==> src/rtl/simple_cpu_pkg.sv <==
// Shared constants and loader state encoding
// for the simple CPU register-file helpers.
package simple_cpu_pkg;

  localparam int CPU_DATA_W   = 8;
  localparam int CPU_ADDR_W   = 3;
  localparam int CPU_NUM_REGS = 8;

  typedef enum logic [2:0] {
    S_IDLE,
    S_LOAD,
    S_FLUSH,
    S_VERIFY,
    S_DONE
  } ldr_state_t;

endpackage

==> src/rtl/xor_checksum.sv <==
// Byte-wide XOR accumulator; clear has priority
// over enable so a restart never folds in stale data.
module xor_checksum
  import simple_cpu_pkg::*;
#(
  parameter int W = CPU_DATA_W
) (
  input  logic         clk,
  input  logic         reset,
  input  logic         clear,
  input  logic         en,
  input  logic [W-1:0] din,
  output logic [W-1:0] sum
);

  logic [W-1:0] r_sum;

  always_ff @(posedge clk) begin
    if (reset || clear) begin
      r_sum <= '0;
    end else if (en) begin
      r_sum <= r_sum ^ din;
    end
  end

  assign sum = r_sum;

endmodule

==> src/rtl/reg_file_loader.sv <==
// Streams bytes into consecutive register-file entries.
// Readback check enabled by REG_FILE_LOADER_VERIFY_EN.
module reg_file_loader
  import simple_cpu_pkg::*;
#(
  parameter int DATA_W   = CPU_DATA_W,
  parameter int ADDR_W   = CPU_ADDR_W,
  parameter int NUM_REGS = CPU_NUM_REGS
) (
  input  logic              clk,
  input  logic              reset,
  input  logic              start,
  input  logic [ADDR_W-1:0] base_addr,
  input  logic [ADDR_W:0]   count,
  input  logic              s_valid,
  input  logic [DATA_W-1:0] s_data,
  output logic              s_ready,
  output logic [DATA_W-1:0] rf_in,
  output logic [ADDR_W-1:0] rf_inaddress,
  output logic              rf_write,
  output logic [ADDR_W-1:0] rf_rdaddress,
  input  logic [DATA_W-1:0] rf_rddata,
  output logic              busy,
  output logic              done,
  output logic              error
);

  localparam int CW = ADDR_W + 1;
  localparam logic [CW-1:0] MAXC = CW'(NUM_REGS);

  function automatic logic [ADDR_W-1:0] add_wrap(
    input logic [ADDR_W-1:0] a,
    input logic [CW-1:0]     b
  );
    int s;
    s = (int'(a) + int'(b)) % NUM_REGS;
    return ADDR_W'(s);
  endfunction

  ldr_state_t        r_state;
  ldr_state_t        w_nxt;
  logic [ADDR_W-1:0] r_ptr;
  logic [CW-1:0]     r_rem;
  logic [DATA_W-1:0] r_wdata;
  logic [ADDR_W-1:0] r_waddr;
  logic              r_wen;
  logic [CW-1:0]     w_clamp;
  logic              w_start;
  logic              w_beat;
  logic [DATA_W-1:0] w_ld_sum;

  assign w_clamp = (count > MAXC) ? MAXC : count;
  assign w_start = (r_state == S_IDLE) && start;
  assign s_ready = (r_state == S_LOAD) && (r_rem != '0);
  assign w_beat  = s_valid && s_ready;
  assign busy    = (r_state != S_IDLE);
  assign done    = (r_state == S_DONE);

  assign rf_in        = r_wdata;
  assign rf_inaddress = r_waddr;
  assign rf_write     = r_wen;

  xor_checksum #(.W(DATA_W)) u_ld_sum (
    .clk   (clk),
    .reset (reset),
    .clear (w_start),
    .en    (w_beat),
    .din   (s_data),
    .sum   (w_ld_sum)
  );

`ifdef REG_FILE_LOADER_VERIFY_EN
  logic [ADDR_W-1:0] r_base;
  logic [CW-1:0]     r_cnt;
  logic [CW-1:0]     r_vcnt;
  logic              r_err;
  logic [DATA_W-1:0] w_rb_sum;
  logic              w_vlast;

  assign w_vlast = (r_state == S_VERIFY) &&
                   (r_vcnt == r_cnt);

  // Sample lags the driven address by one cycle.
  xor_checksum #(.W(DATA_W)) u_rb_sum (
    .clk   (clk),
    .reset (reset),
    .clear (w_start),
    .en    ((r_state == S_VERIFY) &&
            (r_vcnt != '0)),
    .din   (rf_rddata),
    .sum   (w_rb_sum)
  );

  always_ff @(posedge clk) begin
    if (reset) begin
      r_base <= '0;
      r_cnt  <= '0;
      r_vcnt <= '0;
      r_err  <= 1'b0;
    end else begin
      if (w_start) begin
        r_base <= base_addr;
        r_cnt  <= w_clamp;
        r_err  <= 1'b0;
      end
      if (r_state == S_VERIFY) begin
        r_vcnt <= r_vcnt + CW'(1);
      end else begin
        r_vcnt <= '0;
      end
      if (w_vlast) begin
        r_err <= ((w_rb_sum ^ rf_rddata)
                  != w_ld_sum);
      end
    end
  end

  assign error = r_err;
  assign rf_rdaddress =
    (r_state == S_VERIFY) ?
    add_wrap(r_base, r_vcnt) : '0;
`else
  logic w_unused;
  assign w_unused     = ^{rf_rddata, w_ld_sum};
  assign error        = 1'b0;
  assign rf_rdaddress = '0;
`endif

  always_comb begin
    w_nxt = r_state;
    unique case (r_state)
      S_IDLE: begin
        if (start) begin
          w_nxt = (w_clamp == '0) ?
                  S_DONE : S_LOAD;
        end
      end
      S_LOAD: begin
        if (w_beat && (r_rem == CW'(1))) begin
          w_nxt = S_FLUSH;
        end
      end
      S_FLUSH: begin
`ifdef REG_FILE_LOADER_VERIFY_EN
        w_nxt = S_VERIFY;
`else
        w_nxt = S_DONE;
`endif
      end
`ifdef REG_FILE_LOADER_VERIFY_EN
      S_VERIFY: begin
        if (w_vlast) begin
          w_nxt = S_DONE;
        end
      end
`endif
      S_DONE:  w_nxt = S_IDLE;
      default: w_nxt = S_IDLE;
    endcase
  end

  always_ff @(posedge clk) begin
    if (reset) begin
      r_state <= S_IDLE;
      r_ptr   <= '0;
      r_rem   <= '0;
      r_wdata <= '0;
      r_waddr <= '0;
      r_wen   <= 1'b0;
    end else begin
      r_state <= w_nxt;
      r_wen   <= w_beat;
      if (w_start) begin
        r_ptr <= base_addr;
        r_rem <= w_clamp;
      end
      if (w_beat) begin
        r_wdata <= s_data;
        r_waddr <= r_ptr;
        r_ptr   <= add_wrap(r_ptr, CW'(1));
        r_rem   <= r_rem - CW'(1);
      end
    end
  end

endmodule
==> config.mk <==
export PLATFORM = sky130hd
export DESIGN_NAME = reg_file_loader
export DESIGN_NICKNAME = d
export VERILOG_FILES = /design/src/rtl/simple_cpu_pkg.sv /design/src/rtl/xor_checksum.sv /design/src/rtl/reg_file_loader.sv
export SDC_FILE = /design/constraint.sdc
export NUM_CORES = 1
export LEC_CHECK = 0
export CAP_MARGIN = 20
export CORE_AREA = 5 5 56 58
export DETAILED_ROUTE_END_ITERATION = 6
export DIE_AREA = 0 0 61 63
export GPL_TIMING_DRIVEN = 0
export PLACE_DENSITY = 0.81
export SLEW_MARGIN = 20
export SYNTH_ARGS = -nofsm -noshare
export SYNTH_HDL_FRONTEND = slang
export SYNTH_SLANG_ARGS = --single-unit
==> constraint.sdc <==
create_clock -name clk -period 4.8 [get_ports clk]
set_clock_uncertainty 0.05 [all_clocks]
set_input_delay 0.72 -clock clk [delete_from_list [all_inputs] [get_ports clk]]
set_output_delay 0.72 -clock clk [all_outputs]
set_load 0.005 [all_outputs]
==> results of run 1 <==
## state kept, by name, indices dropped and copies added (netlist names)
name,flops
r_ptr,3
r_state,3
rf_write,1
rf_in,8
r_rem,4
rf_inaddress,3
## critical path, stage by stage, from the launching register on
cell and delay (ps):
dfxtp_1 360, inv_1 80, ha_1 180, nor3b_1 370, clkbuf_1 370, nor3_1 100, clkdlybuf4s50_1 450
## layout make-up
cell class,instances,area share
repair buffers,33,0.2180
inverters,7,0.01734
well taps,31,0.02560
plain buffers,16,0.05615
clock buffers,4,0.02395
multi-input cells,89,0.3683
flip-flops and latches,22,0.2907
## logic make-up after synthesis
| kind of cell | count (synthesis) |
|---|---|
| compound gates | 41 |
| fa+ha+maj | 3 |
| buf+inv | 23 |
| flops | 22 |
| other cells | 1 |
| simple gates | 41 |
## path summary, 6_finish.rpt
path | startpoint | endpoint | slack, ps | depth (start not counted)
setup / recovery | r_rem[0] | s_ready | 1810 | 6
hold / removal | rf_in[1] | rf_in[1] | 430 | 2
setup reg to reg | r_state[0] | r_rem[1] | 2860 | 4
hold reg to reg | rf_in[1] | rf_in[1] | 430 | 2
## routing by layer
metal,track usage,vias up
met5,0,-
met4,0.06775,0
met3,0.02479,6
met2,0.2634,32
met1,0.1942,519
li1,-,563
## per-stage QoR
step | total power, mW | utilization | hold slack, ps | worst slack, ps | cells
3_3_place_gp | 0.2848 | 0.5656 | 409.2 | 2215 | 198
2_1_floorplan | 0.2500 | - | 398.6 | 2863 | 134
4_1_cts | 0.3879 | 0.5794 | 435.3 | 1787 | 202
6_report | 0.3856 | 0.5794 | 434.2 | 1808 | 202
5_1_grt | 0.4063 | 0.5794 | 461.7 | 1614 | 202
3_5_place_dp | 0.2882 | 0.5656 | 418.4 | 2170 | 198
## cell usage after synthesis (all sizes together), types with 2 or more instances
library cell,number,area (um2)
a21oi,12,60.06
a31oi,7,43.79
a32oi,2,17.52
buf,7,51.30
clkbuf,9,33.78
dfxtp,22,440.4
ha,3,37.54
inv,7,26.28
nand2,2,7.510
nand3,15,75.07
nor3,4,20.02
nor3b,2,15.01
nor4,2,12.51
o211ai,5,37.54
o21ai,11,55.05
or3,4,30.03
or4,3,22.52
or4b,2,20.02
## layout by cell type, fill, tap and decap left out, types with 2 or more instances in the layout
cell             Yosys  final
a31oi_1              7      7
buf_4                4      4
nor3_1               4      4
dfxtp_1             22     22
buf_2                2      2
or4_1                3      3
ha_1                 3      3
nand3_1             15     15
a21oi_1             12     12
clkbuf_4             0      3
inv_1                7      7
o211ai_1             5      5
o21ai_0             11     11
clkbuf_1             9      9
nand2_1              2      2
a32oi_1              2      2
clkdlybuf4s50_1      0     33
nor3b_1              2      2
or3_1                3      3
nor4_1               2      2
conb_1               1      4
or4b_1               2      2
## power by group through the flow
stage	clock (mW)	combinational [mW]	sequential, mW
2_1_floorplan	0	0.0516	0.198
3_3_place_gp	0	0.0860	0.199
3_5_place_dp	0	0.0888	0.199
4_1_cts	0.103	0.0899	0.195
5_1_grt	0.111	0.0990	0.197
6_report	0.0997	0.0903	0.196
==> results.toml, run 1 <==
[status]
outcome = "complete, no violations"

[synthesis]
seq_area_frac_synth = 0.4009
synthesis.area_um2 = 1099
synth.avg_cell_area_um2 = 8.386
yosysWarnings = 0
synthCells = 131
muxShareOfSynthArea = 0
synth_xor_xnor_area_share = 0
synth_fa_ha_area_frac = 0.03417
async_reset_ff_frac = 0
synth_seq_cells = 22
synth-simple-area-share = 0.2358
ys.flop_type = "dfxtp_1"
synth_cell_type_count = 33
synth_top_family_by_area = "simple AND/OR/NAND/NOR gates"
synth-edff-count = 0
synth_compound_area_frac = 0.2244

[sta]
post-route-period-util = 0.6233
final.setup.tns_ps = 0
relSlewSlack = 0.2344
fmax_mhz = 334.3
post-route-min-period_ps = 2992
setup_viol = 0
finalHoldViolCount = 0
tightest_slew_ps = 1132
rsz0062_at_grt = "false"
slew_viol_final = 0

[grt]
grt_pass1_wl_um = 4802
grt_max_degree = 13
track_usage = 0.1580
grt_pass1_vias = 1086
overflow = 0
antenna_found_initial = 0

[placed_design]
io_buffers = 33
dpl_cell_area_um2 = 1479
place_congestion = 0.8845
hpwl_um = 2140

[drt]
viasPerCell = 5.545
drt_iter0_markers = 20
met2_length_um = 1470
route.met3.wl_um = 134
routed_wl_um = 2876
wl_met1_um = 1220
firstDrtPassIters = 4
wl_per_cell_um = 14.24
ant_nets = 0
drc = 0
top_layer_used = "met4"
vias = 1120

[layout]
finalNetCount = 202
synthToLayoutAreaGrowth_pct = 37.93
insertedDiodeCount = 0
multi_input_area_um2 = 558.0
fillerInstances = 254
final_design_area_no_fill_um2 = 1515
drive_gt1_frac = 0.07602
regArea_um2 = 440.4

[cts]
cts_buffer_depth = 2
path_clk_slew_ps = 120
h-tree-depth = 1
cts_tree = "built"
cts_hold_buf = 0
post_cts_buffers = 0
cts.sink_count = 22
cts-buffers-inserted = 3
worstSkewPairLatency_ps = 300
cts-root-buf = "clkbuf_4"
postCtsResizedCells = 0

[power_and_ir_drop]
p_sw_frac = 0.2789
irDropWorstVdd_uv = 137.8
powerDensity_nw_per_um2 = 254.5
p_leak_nw = 0.5271
intPower_mw = 0.2781
combPwrFrac = 0.234
switchingPower_mw = 0.1075
power_frac_seq = 0.507
power_frac_clock = 0.259

[floorplanning]
placementRows = 19
floorplan.initialDensity = 0.4201
ioPinCount = 46
die_area_um2 = 3843
fp.dieH_um = 63
dieWidth_um = 61
core_area_um2 = 2615

[worst_setup_path]
worst_setup_path_end_kind = "output port"
cp-start-kind = "register"
cp_max_fo = 10
worst_ep_required_time_ps = 4030
arrival_ps = 2220
critical_path_class = "reg2out"

[flow_run]
maxCapViolations = 0

[min_path]
hold_path.class = "reg2reg"
Note: power is estimated with default switching activity, not from simulation.
==> run 2, diff against run 1 <==
--- a/config.mk
+++ b/config.mk
@@ -6,11 +6,11 @@
 export NUM_CORES = 1
 export LEC_CHECK = 0
 export CAP_MARGIN = 20
-export CORE_AREA = 5 5 56 58
+export CORE_AREA = 5 5 60 62
 export DETAILED_ROUTE_END_ITERATION = 6
-export DIE_AREA = 0 0 61 63
+export DIE_AREA = 0 0 65 67
 export GPL_TIMING_DRIVEN = 0
-export PLACE_DENSITY = 0.81
+export PLACE_DENSITY = 0.74
 export SLEW_MARGIN = 20
 export SYNTH_ARGS = -nofsm -noshare
 export SYNTH_HDL_FRONTEND = slang
==> constraint.sdc (replaced) <==
create_clock -name clk -period 2.6 [get_ports clk]
set_clock_uncertainty 0.05 [all_clocks]
set_input_delay 0.39 -clock clk [delete_from_list [all_inputs] [get_ports clk]]
set_output_delay 0.39 -clock clk [all_outputs]
set_load 0.005 [all_outputs]
==> results.toml, run 2 (synthesis gave the netlist of run 1 again) <==
[status]
outcome = "complete, no violations"

[layout]
insertedDiodeCount = 0
drive_gt1_frac = 0.09357
multi_input_area_um2 = 563.0
synthToLayoutAreaGrowth_pct = 38.84
fillerInstances = 308
finalNetCount = 202
utilization = 0.5122
largest_reg_flops = 8
final_cell_mix = "33 x clkdlybuf4s50_1, 21 x dfxtp_1, 15 x nand3_1, 12 x a21oi_1, 11 x o21ai_0"
regArea_um2 = 441.7
layout_commonest_cell = "clkdlybuf4s50_1"

[power_and_ir_drop]
intPower_mw = 0.5155
irDropWorstVdd_uv = 197.8
p_leak_nw = 0.5331
combPwrFrac = 0.233
power_frac_clock = 0.265
powerDensity_nw_per_um2 = 471.8
p_sw_frac = 0.2836
switchingPower_mw = 0.2041
power_frac_seq = 0.502

[worst_setup_path]
startpoint = "r_rem[1]"
r2r_end = "r_rem[1]"
r2r_slack_ps = 780
worst_ep_required_time_ps = 2160
arrival_ps = 2030
worst_setup_path_end_kind = "output port"
cp_slowest_cell = "clkdlybuf4s50_1"
ff2ff_path_depth = 4
r2r-start = "r_state[0]"
critical_path_class = "reg2out"
cp-endpoint = "s_ready"
cp-start-kind = "register"
critPathMaxStageDelay_ps = 530
cp_max_fo = 10
crit_chain = "inv_1 > ha_1 > nor3b_2 > clkbuf_2 > nor3_1 > clkdlybuf4s50_1"

[sta]
slew_viol_final = 0
finalHoldViolCount = 0
post-route-min-period_ps = 2468
post-route-period-util = 0.9491
final.setup.tns_ps = 0
relSlewSlack = 0.2990
tightest_slew_ps = 1037
setup_viol = 0
rsz0062_at_grt = "false"
holdWs_ps = 435.6
fmax_mhz = 405.2

[drt]
routed_wl_um = 2937
top_layer_used = "met4"
viasPerCell = 5.407
drt_iter0_markers = 24
ant_nets = 0
drc = 0
vias = 1103
route.met3.wl_um = 209
wl_per_cell_um = 14.40
firstDrtPassIters = 4
met2_length_um = 1400
wl_met1_um = 1321

[grt]
grt_max_degree = 13
overflow = 0
track_usage = 0.1376
grt_pass1_wl_um = 4830
grt_pass1_vias = 1079
antenna_found_initial = 0

[placed_design]
hpwl_um = 2220
place_congestion = 0.8771
io_buffers = 33

[min_path]
hold_start = "rf_in[2]"
hold_path.class = "reg2reg"

[floorplanning]
fp.dieH_um = 67
placementRows = 20
floorplan.initialDensity = 0.3689
ioPinCount = 46
core_area_um2 = 2978
dieWidth_um = 65
die_area_um2 = 4355

[cts]
cts_buffer_depth = 2
worstSkewPairLatency_ps = 310
cts_hold_buf = 0
cts-buffers-inserted = 3
path_clk_slew_ps = 130
h-tree-depth = 1
cts.sink_count = 22
cts_tree = "built"
post_cts_buffers = 0
cts-root-buf = "clkbuf_4"

[flow_run]
maxCapViolations = 0
## run 2: power by group through the flow
stage,registers [mW],clock network (mW),logic (mW)
6_report,0.361,0.191,0.167
5_1_grt,0.363,0.209,0.186
4_1_cts,0.360,0.196,0.166
3_5_place_dp,0.368,0,0.164
3_3_place_gp,0.367,0,0.160
2_1_floorplan,0.366,0,0.0952
## run 2: worst max-delay path, delay by kind of cell (launching register included)
| family | cells | cell delay, ps |
|---|---|---|
| adder cells (fa/ha/maj) | 1 | 200 |
| buffers and inverters | 3 | 780 |
| flip-flops | 1 | 380 |
| AND/OR/NAND/NOR | 2 | 350 |
## run 2: final cells by class
class / count / area share
Tap cell: 33 / 0.02707
Buffer: 16 / 0.05660
Timing Repair Buffer: 33 / 0.2166
Multi-Input combinational cell: 89 / 0.3692
Clock buffer: 4 / 0.02379
Inverter: 7 / 0.01723
Sequential cell: 22 / 0.2896
## run 2: worst min-delay path by stage
stage	end	slack [ps]	cells after the start
after floorplan	rf_inaddress[2]	400	2
after global placement	rf_in[5]	410	2
after detailed placement	rf_in[6]	420	2
after CTS	rf_in[2]	440	2
after global routing	rf_in[2]	460	2
final	rf_in[2]	440	2
## run 2: stage by stage
step                      power [mW]  worst slack (ps)  instances  area (um2)
after floorplan               0.4615             992.6        134        1110
after global placement        0.5279             344.6        200        1481
after detailed placement      0.5324             331.3        200        1481
after CTS                     0.7227             87.13        204        1519
after global routing          0.7581             17.83        204        1525
final                         0.7196             132.3        204        1525
## run 2: layer usage
metal  track usage  vias up
li1              -      561
met1        0.1684      501
met2        0.2452       39
met3       0.03373        2
met4       0.02375        0
met5             0        -
## run 2: repair_timing
item,CTS,global route
endpoints found under the setup margin,1,1
pin swaps,0,0
gates resized for setup,1,2
==> run 3, diff against run 2 <==
--- a/config.mk
+++ b/config.mk
@@ -5,12 +5,14 @@
 export SDC_FILE = /design/constraint.sdc
 export NUM_CORES = 1
 export LEC_CHECK = 0
+export ABC_AREA = 1
 export CAP_MARGIN = 20
-export CORE_AREA = 5 5 60 62
+export CORE_AREA = 5 5 62 64
 export DETAILED_ROUTE_END_ITERATION = 6
-export DIE_AREA = 0 0 65 67
+export DIE_AREA = 0 0 67 69
 export GPL_TIMING_DRIVEN = 0
-export PLACE_DENSITY = 0.74
+export PLACE_DENSITY = 0.72
+export SETUP_SLACK_MARGIN = 0.2
 export SLEW_MARGIN = 20
 export SYNTH_ARGS = -nofsm -noshare
 export SYNTH_HDL_FRONTEND = slang
==> results.toml, run 3 <==
[sta]
fmax_mhz = 440.8
setup_viol = 0
post-route-min-period_ps = 2269
setup_slack_ps = 331.2
final.setup.tns_ps = 0
finalHoldViolCount = 0
post-route-period-util = 0.8726
rsz0062_at_grt = "false"
slew_viol_final = 0

[synthesis]
ys.flop_type = "dfxtp_1"
synth_commonest_cells = "47 x nand2_1, 22 x dfxtp_1, 17 x a21oi_1, 17 x inv_1, 16 x nor2_1"
synth_seq_cells = 22
synthesis.area_um2 = 1165
synth.avg_cell_area_um2 = 7.017
yosys-top-cells-area = "dfxtp_1 38%, nand2_1 15%, a21oi_1 7.3%"
synth_cell_type_count = 27
synth_most_common_cell = "nand2_1"
synthCells = 166
async_reset_ff_frac = 0
seq_area_frac_synth = 0.3781
yosysTopAreaCell = "dfxtp_1"
synth-edff-count = 0
yosysWarnings = 0
synth_top_cell_area_share = 0.3781

[cts]
worstSkewPairLatency_ps = 310
cts.sink_count = 22
h-tree-depth = 1
post_cts_buffers = 0
cts-buffers-inserted = 3
postCtsResizedCells = 0
cts_hold_buf = 0
cts_tree = "built"
cts_buffer_depth = 2
path_clk_slew_ps = 130
cts-root-buf = "clkbuf_4"

[drt]
wl_per_cell_um = 10.68
vias = 1110
drt_iter0_markers = 36
viasPerCell = 4.422
firstDrtPassIters = 4
routed_wl_um = 2680
drc = 0
ant_nets = 0

[layout]
synthToLayoutAreaGrowth_pct = 37.92
largest_reg_flops = 8
drive_gt1_frac = 0.1220
finalNetCount = 236
layout_commonest_cell = "nand2_1"
fillerInstances = 330
insertedDiodeCount = 0
regArea_um2 = 440.4
final_cell_mix = "47 x nand2_1, 32 x clkdlybuf4s50_1, 22 x dfxtp_1, 17 x inv_1, 17 x a21oi_1"
multi_input_area_um2 = 596.8

[power_and_ir_drop]
switchingPower_mw = 0.2249
power_frac_seq = 0.446
p_leak_nw = 0.6817
irDropWorstVdd_uv = 194.3
combPwrFrac = 0.233
power_frac_clock = 0.320
p_sw_frac = 0.2717
intPower_mw = 0.6028
powerDensity_nw_per_um2 = 515.2

[grt]
grt_pass1_wl_um = 4464
track_usage = 0.1203
grt_max_degree = 14
grt_pass1_vias = 1017
overflow = 0
antenna_found_initial = 0

[floorplanning]
core_area_um2 = 3232
placementRows = 21
ioPinCount = 46
dieWidth_um = 67
floorplan.initialDensity = 0.3604
die_area_um2 = 4623
fp.dieH_um = 69

[worst_setup_path]
ff2ff_path_depth = 8
worst_setup_path_end_kind = "output port"
cp_max_fo = 6
arrival_ps = 1830
critical_path_class = "reg2out"
worst_ep_required_time_ps = 2160
cp-start-kind = "register"

[flow_run]
maxCapViolations = 0

[min_path]
whs_path_depth = 2
hold_path.class = "in2reg"

[placed_design]
io_buffers = 32
hpwl_um = 2090
dp_slack_ps = 693.9
place_congestion = 0.7994

[status]
outcome = "complete, no violations"
## run 3: layer usage
metal / share of wire / routed length, um / global-route usage
met5: 0 / 0 / 0
met4: 0.0078 / 21 / 0.04054
met3: 0.041 / 110 / 0.02110
met2: 0.49 / 1321 / 0.1976
met1: 0.46 / 1227 / 0.1555
## run 3: final cells by class
class | instances | area share
Multi-Input combinational cell | 118 | 0.3715
Sequential cell | 22 | 0.2741
Timing Repair Buffer | 32 | 0.1994
Inverter | 20 | 0.04829
Buffer | 9 | 0.03816
Tap cell | 46 | 0.03583
Clock inverter | 1 | 0.01869
Clock buffer | 3 | 0.01402
## run 3: path summary, 6_finish.rpt
check	from	to	slack [ps]
max	r_rem[0]	s_ready	330
min	reset	rf_in[0]	390
max reg2reg	r_rem[0]	rf_in[3]	1020
min reg2reg	rf_inaddress[0]	rf_inaddress[0]	400
## run 3: worst max-delay path, cell delays in order, from the launching register on
cell             delay, ps
dfxtp_1                380
inv_1                   90
ha_1                   240
nand3_2                160
nand2_2                100
inv_1                   60
clkdlybuf4s50_1        490
## run 3: per-stage QoR
step                std cells  hold slack [ps]  instance area (um2)  power [mW]  utilization
finish                    251            390.1                 1607      0.8277       0.4971
CTS                       251            388.7                 1607      0.8335       0.4971
detailed placement        247            387.7                 1554      0.5711       0.4808
floorplan                 169            387.8                 1176      0.4979            -
global route              251            422.0                 1607      0.8679       0.4971
global placement          247            381.8                 1554      0.5680       0.4808
## run 3: cells by family after synthesis
family	synth area share
other	0.003219
buffers and inverters	0.1192
adder cells (fa/ha/maj)	0.03223
flip-flops	0.3781
XOR/XNOR	0.007520
AND/OR/NAND/NOR	0.3663
AO/OA/AOI/OAI	0.09344
## run 3: power by group through the flow
stage          Combinational, mW  Sequential [mW]  Clock [mW]
5_1_grt                    0.218            0.372       0.278
2_1_floorplan              0.123            0.375           0
4_1_cts                    0.195            0.369       0.269
3_5_place_dp               0.194            0.377           0
6_report                   0.193            0.369       0.265
3_3_place_gp               0.192            0.376           0
